==> src/rtl/mul_stage_if.sv <==
// ---------------------------------------------------------------------------
// mul_stage_if
//
// Purpose : Groups the operand-side and product-side handshakes of
//           mul_stage into one bundle.
//
// Signals : in_valid   operand pair present
//           in_ready   stage can accept an operand pair this cycle
//           op         2-bit operation select
//                        00 = u x u, 01 = s x s, 10 = s(a) x u(b), 11 = u x u
//           a          operand a, XLEN bits
//           b          operand b, YLEN bits
//           out_valid  product valid
//           out_ready  consumer accepts the product
//           c          product, XLEN+YLEN bits
//
// Modports: master  issue/writeback side, which drives operands and accepts products
//           slave   the multiplier stage itself
// ---------------------------------------------------------------------------
interface mul_stage_if #(
    parameter int XLEN = 32,
    parameter int YLEN = 32
);
    logic                   in_valid;
    logic                   in_ready;
    logic [1:0]             op;
    logic [XLEN-1:0]        a;
    logic [YLEN-1:0]        b;
    logic                   out_valid;
    logic                   out_ready;
    logic [XLEN+YLEN-1:0]   c;

    modport master (
        output in_valid, op, a, b, out_ready,
        input  in_ready, out_valid, c
    );

    modport slave (
        input  in_valid, op, a, b, out_ready,
        output in_ready, out_valid, c
    );
endinterface

==> src/rtl/mul_stage.sv <==
// ---------------------------------------------------------------------------
// mul / mul_stage
//
// Purpose : Two-register pipelined multiplier with valid/ready handshakes on
//           both sides. Stage 1 registers the operand magnitudes and the
//           result sign. An unsigned combinational tree (mul) forms the
//           magnitude product. Stage 2 registers the product with the sign
//           applied. Throughput is one product per cycle, and backpressure
//           is full.
//
// Ports   : clock   rising-edge clock
//           reset   asynchronous, active-low reset
//           bus     mul_stage_if.slave. Carries in_valid/in_ready/op/a/b on
//                   the operand side and out_valid/out_ready/c on the
//                   product side.
//
// Params  : XLEN, YLEN  operand widths (they may differ)
//           TYP         tree type: 0 = Dadda, 1 = Wallace-style carry-save
// ---------------------------------------------------------------------------

// Unsigned combinational multiplier. The product width is XLEN+YLEN, so no
// truncation occurs.
module mul #(
    parameter int XLEN = 32,
    parameter int YLEN = 32,
    parameter int TYP  = 0
) (
    input  logic [XLEN-1:0]      x,
    input  logic [YLEN-1:0]      y,
    output logic [XLEN+YLEN-1:0] p
);
    localparam int W = XLEN + YLEN;

    if (TYP == 1) begin : g_csa
        // Each partial-product row is folded into a (sum, carry) pair by a
        // row of 3:2 compressors. One carry-propagate add closes the tree.
        // Carries shifted past bit W-1 are dropped safely, because the true
        // product always fits in W bits.
        logic [W-1:0] sum;
        logic [W-1:0] carry;
        logic [W-1:0] pp;
        logic [W-1:0] t;

        // NOTE: every variable written here gets a value before any path
        // reads it, so no latch can be inferred.
        always_comb begin
            sum   = '0;
            carry = '0;
            pp    = '0;
            t     = '0;
            for (int i = 0; i < YLEN; i++) begin
                pp    = y[i] ? (W'(x) << i) : '0;
                t     = sum ^ carry ^ pp;
                carry = ((sum & carry) | (sum & pp) | (carry & pp)) << 1;
                sum   = t;
            end
            p = sum + carry;
        end
    end else begin : g_dadda
        // The Dadda reduction is left to the synthesis multiplier mapping.
        assign p = W'(x) * W'(y);
    end
endmodule

module mul_stage #(
    parameter int XLEN = 32,
    parameter int YLEN = 32,
    parameter int TYP  = 0
) (
    input  logic       clock,
    input  logic       reset,
    mul_stage_if.slave bus
);
    localparam int W = XLEN + YLEN;

    logic            s1_valid;
    logic            s1_neg;
    logic [XLEN-1:0] s1_ma;
    logic [YLEN-1:0] s1_mb;

    logic            s2_valid;
    logic [W-1:0]    s2_c;

    logic [W-1:0]    prod;
    logic            sa;
    logic            sb;
    logic            s2_free;
    logic            s1_adv;
    logic            accept;

    // Operand signs. Op 11 is reserved and behaves like 00.
    assign sa = ((bus.op == 2'b01) || (bus.op == 2'b10)) && bus.a[XLEN-1];
    assign sb = (bus.op == 2'b01) && bus.b[YLEN-1];

    // in_ready depends only on state and out_ready, never on in_valid.
    assign s2_free      = !s2_valid || bus.out_ready;
    assign s1_adv       = s1_valid && s2_free;
    assign bus.in_ready = !s1_valid || s1_adv;
    assign accept       = bus.in_valid && bus.in_ready;

    // The tree sees only the registered magnitudes, never the ports.
    mul #(
        .XLEN (XLEN),
        .YLEN (YLEN),
        .TYP  (TYP)
    ) u_mul (
        .x (s1_ma),
        .y (s1_mb),
        .p (prod)
    );

    // Stage 1 holds the magnitudes and the result sign. Negating the most
    // negative value gives 2^(N-1), which still fits as an unsigned value.
    // NOTE: sequential state uses non-blocking assignments, so every flop
    // samples values from before the edge. The data registers are plain
    // flops here, not a memory, so they can be reset cheaply.
    always_ff @(posedge clock or negedge reset) begin
        if (!reset) begin
            s1_valid <= 1'b0;
            s1_neg   <= 1'b0;
            s1_ma    <= '0;
            s1_mb    <= '0;
        end else if (accept) begin
            s1_valid <= 1'b1;
            s1_neg   <= sa ^ sb;
            s1_ma    <= sa ? -bus.a : bus.a;
            s1_mb    <= sb ? -bus.b : bus.b;
        end else if (s1_adv) begin
            s1_valid <= 1'b0;
        end
    end

    // Stage 2 applies the sign. Negating a zero product gives zero again.
    always_ff @(posedge clock or negedge reset) begin
        if (!reset) begin
            s2_valid <= 1'b0;
            s2_c     <= '0;
        end else if (s1_adv) begin
            s2_valid <= 1'b1;
            s2_c     <= s1_neg ? -prod : prod;
        end else if (bus.out_ready) begin
            s2_valid <= 1'b0;
        end
    end

    assign bus.out_valid = s2_valid;
    assign bus.c         = s2_c;
endmodule

==> src/flat_wrapper.sv <==
// flat-port wrapper written by rule: the top's interface ports become plain ports
module mul_stage_flat 
#(
    parameter int XLEN = 32,
    parameter int YLEN = 32,
    parameter int TYP  = 0
)
  (clock, reset, bus_in_valid, bus_op, bus_a, bus_b, bus_out_ready, bus_in_ready, bus_out_valid, bus_c);
  mul_stage_if #(.XLEN(XLEN), .YLEN(YLEN)) bus_i ();
  input  logic clock;
  input  logic reset;
  input wire logic [$bits(bus_i.in_valid)-1:0] bus_in_valid;
  input wire logic [$bits(bus_i.op)-1:0] bus_op;
  input wire logic [$bits(bus_i.a)-1:0] bus_a;
  input wire logic [$bits(bus_i.b)-1:0] bus_b;
  input wire logic [$bits(bus_i.out_ready)-1:0] bus_out_ready;
  output wire logic [$bits(bus_i.in_ready)-1:0] bus_in_ready;
  output wire logic [$bits(bus_i.out_valid)-1:0] bus_out_valid;
  output wire logic [$bits(bus_i.c)-1:0] bus_c;
  assign bus_i.in_valid = bus_in_valid;
  assign bus_i.op = bus_op;
  assign bus_i.a = bus_a;
  assign bus_i.b = bus_b;
  assign bus_i.out_ready = bus_out_ready;
  assign bus_in_ready = bus_i.in_ready;
  assign bus_out_valid = bus_i.out_valid;
  assign bus_c = bus_i.c;
  mul_stage #(.XLEN(XLEN), .YLEN(YLEN), .TYP(TYP)) u_core (.clock(clock), .reset(reset), .bus(bus_i));
endmodule
==> config.mk <==
export PLATFORM = sky130hd
export DESIGN_NAME = mul_stage_flat
export DESIGN_NICKNAME = d
export VERILOG_FILES = /design/src/rtl/mul_stage_if.sv /design/src/rtl/mul_stage.sv /design/src/flat_wrapper.sv
export SDC_FILE = /design/constraint.sdc
export NUM_CORES = 2
export LEC_CHECK = 0
export ABC_AREA = 0
export CELL_PAD_IN_SITES_DETAIL_PLACEMENT = 1
export CELL_PAD_IN_SITES_GLOBAL_PLACEMENT = 2
export CORE_ASPECT_RATIO = 1.5
export CORE_MARGIN = 2
export CORE_UTILIZATION = 46
export DETAILED_ROUTE_END_ITERATION = 8
export DONT_BUFFER_PORTS = 1
export HOLD_SLACK_MARGIN = 0.15
export PLACE_DENSITY_LB_ADDON = 0.1
export SYNTH_ARGS = -nofsm -noshare
export SYNTH_HDL_FRONTEND = slang
export SYNTH_SLANG_ARGS = --single-unit
export TNS_END_PERCENT = 100
==> constraint.sdc <==
create_clock -name clock -period 21.4 [get_ports clock]
set_input_delay 4.28 -clock clock [delete_from_list [all_inputs] [get_ports clock]]
set_output_delay 4.28 -clock clock [all_outputs]
set_load 0.01 [all_outputs]
==> out/results.txt <==
Worst hold-check path type: reg2reg
Most frequent cell on the critical path: fa_1
MaxCap Viol Count: 0
Synthesized area: 41370 µm²
Synth area leaders: fa_1 (43%), and2_1 (9.1%), ha_1 (8.1%), dfrtp_1 (7.9%), inv_1 (7.8%)
Register area share after synthesis: 7.925%
GPL Wtd Cong: 0.9148
CTS tree: yes
Setup TNS: 0 ps
Required time worst endpoint: 21730 ps
Number of global-route vias before repair: 36040
Mean Syn Cell Area: 8.839 µm²
Worst R2R Start: u_core.s1_ma[18]$_DFFE_PN0P_
Ys Warns: 0
Initial Util: 46.47%
Chip Height: 371.3 µm
Core ar.: 89030 µm²
Synth Flop Type: dfrtp_1
Number of routed nets with antenna violations: 0
Fraction of layout cells with a size suffix above 1: 3.057%
DR iter-0 viols: 1380
Cell area after layout: 42940 µm²
Crit path kind: reg2reg
Sequential Area: 3286 µm²
DR vias: 31400
FF+latch count, synth: 131
Die width: 248.9 µm
Worst R2R Path Depth: 25
PortBufs: 0
Postcts setup bufs: 0
Crit path capture: u_core.bus.c[61]$_DFFE_PN0P_
Largest net degree at the start of global routing: 132
Total GRT Usage: 30.46%
Min Tclk post-route: 10330 ps
Worst reg2reg setup slack: 11070 ps
Number of cells on the critical path: 25
Max-slew violation count: 0
CP endpoint kind: flip-flop
Fillcell total: 10380
EDFF count, synth: 0
Layout Skew: 19.69 ps
Top-count cell post-synth: fa_1
Drt first pass iters: 5
Area occupied by multi-input gates: 33810 µm²
Worst-Skew Late Latency: 480 ps
CTS Buf Count: 17
Syn Nets: 5913
I/O Pins: 136
Drt total wl: 134300 µm
Nets@finish: 5734
CTS root buf: clkbuf_16
Final Hold Fails: 0
Worst Path Buf+Inv: 3
PostCTS Resize Cnt: 0
Ratio of final minimum period to clock period: 48.28%
Total grt overflow: 0
RSZ-0062 raised after global routing: false
Row count: 134
DP Area: 42340 µm²
Reg2reg end: u_core.bus.c[61]$_DFFE_PN0P_
Setup violators final: 0
Cell family with most CP delay: adder cells
FFs w/ async S/R, synth: 100.0%
Vias/cell: 5.536
Clk pin slew, worst setup/hold paths: 80 ps
First-pass GRT wire length: 213800 µm
Dpl ws: 10710 ps
WL per Instance: 23.69 µm
Worst Max-Slew Pin Slew: 1128 ps
Initial antenna violation count: 6
Crit-path max FO: 20
Startpoint Class: flip-flop
Crit path from: u_core.s1_ma[18]$_DFFE_PN0P_
Slew headroom: 24.46%
Final worst slack: 11070 ps
H-tree depth: 4
TritonCTS Sinks: 131
Final Util: 48.23%
CP arrival: 10660 ps
Layout Area Growth over Synthesis: 3.805%
Critical Path Slowest Stage Cell: dfrtp_1
Post-synth top area share: 43.36%
Syn Inst Count: 4680
Number of remaining DRC errors: 0
Yosys top cell by area: fa_1
Clk buf depth: 2
Largest stage delay, worst path: 830 ps
Post-synth top cells: fa_1 (896), inv_1 (865), nand2_1 (675)
DP Wirelength: 108500 µm
Status: finished, final reports clean
Die ar.: 92390 µm²
Count of cell types in the netlist: 83
Hold_buf cts: 0
Maximum clock frequency: 0.09678 GHz
-- how the worst min path moves through the flow --
stage | from | to | cells past startpoint
6_report | u_core.s1_ma[22]$_DFFE_PN0P_ | u_core.s1_ma[22]$_DFFE_PN0P_ | 2
5_1_grt | u_core.s1_mb[29]$_DFFE_PN0P_ | u_core.s1_mb[29]$_DFFE_PN0P_ | 2
4_1_cts | u_core.s1_mb[29]$_DFFE_PN0P_ | u_core.s1_mb[29]$_DFFE_PN0P_ | 2
3_5_place_dp | u_core.s1_ma[22]$_DFFE_PN0P_ | u_core.s1_ma[22]$_DFFE_PN0P_ | 2
3_3_place_gp | u_core.s1_ma[16]$_DFFE_PN0P_ | u_core.s1_ma[16]$_DFFE_PN0P_ | 2
2_1_floorplan | u_core.s1_valid$_DFFE_PN0P_ | u_core.bus.out_valid$_DFFE_PN0P_ | 1
-- worst min-delay path: stages (launching register included) --
cell and delay, ps:
dfrtp_1 340, nand2_1 50, o21ai_0 60
-- flip-flops by register name, summed over array words and instances, names as in the netlist --
name / cells
u_core.bus.out_valid: 1
u_core.s1_mb: 32
u_core.s1_ma: 32
u_core.s1_neg: 1
u_core.bus.c: 64
u_core.s1_valid: 1
-- layout by cell type, fill, tap and decap left out, types with 5 or more instances in the layout --
cell / Yosys / layout
nor2b_1: 8 / 7
o31ai_1: 24 / 24
nand4_1: 32 / 32
inv_1: 865 / 865
clkbuf_16: 0 / 17
xnor2_1: 87 / 87
o21a_1: 13 / 13
o21ai_1: 18 / 18
fa_1: 896 / 896
and3_1: 10 / 10
a31oi_1: 11 / 11
nand2_1: 675 / 673
nor4_1: 15 / 14
and4_1: 6 / 6
o21ai_0: 206 / 206
nor2_1: 109 / 109
clkinv_4: 0 / 6
xor2_1: 78 / 78
dfrtp_2: 0 / 6
or2_2: 6 / 6
a211oi_1: 14 / 14
a21oi_1: 110 / 110
buf_4: 0 / 73
nand2b_1: 11 / 11
nor3_1: 37 / 37
o211ai_1: 8 / 8
or4_1: 12 / 12
a21o_1: 15 / 15
nand3_1: 13 / 13
mux2i_1: 8 / 8
ha_1: 267 / 267
a21boi_0: 8 / 8
and2_1: 603 / 603
dfrtp_1: 131 / 125
or3_1: 20 / 20
o21bai_1: 5 / 5
o41ai_1: 10 / 10
-- per-stage QoR --
stage                     hold slack (ps)  instances
final                               483.7       5671
after global routing                513.8       5670
after CTS                           484.6       5669
after detailed placement            471.5       5637
after global placement              462.7       5637
after floorplan                     471.1       4680
-- cell type report --
cell class	instances	area share (%)
inverter	865	7.561
clock buffer	19	1.031
multi-input combinational	3412	78.74
timing repair buffer	74	1.288
tap	1156	3.368
clock inverter	13	0.3526
sequential	131	7.652
antenna	1	0.005828
-- logic make-up (layout without fill, tap and decap cells) --
| group | count (synthesis) | after routing | synth area share (%) |
|---|---|---|---|
| flops | 131 | 131 | 7.924 |
| compound gates | 498 | 498 | 7.365 |
| xor+xnor | 165 | 165 | 3.493 |
| buf+inv | 1137 | 971 | 10.40 |
| other cells | 0 | 1 | 0 |
| simple gates | 1577 | 1577 | 19.16 |
| fa+ha+maj | 1163 | 1163 | 51.44 |
| mux | 9 | 9 | 0.2208 |
-- routing by layer --
metal	wire, µm	track usage (%)
met1	55140	38.41
met2	69000	54.83
met3	5872	3.479
met4	4316	9.324
met5	13	0
Power is left out: the tool's default activity adds up to more than one toggle a clock period on the data nets, which glitch-free logic cannot reach.
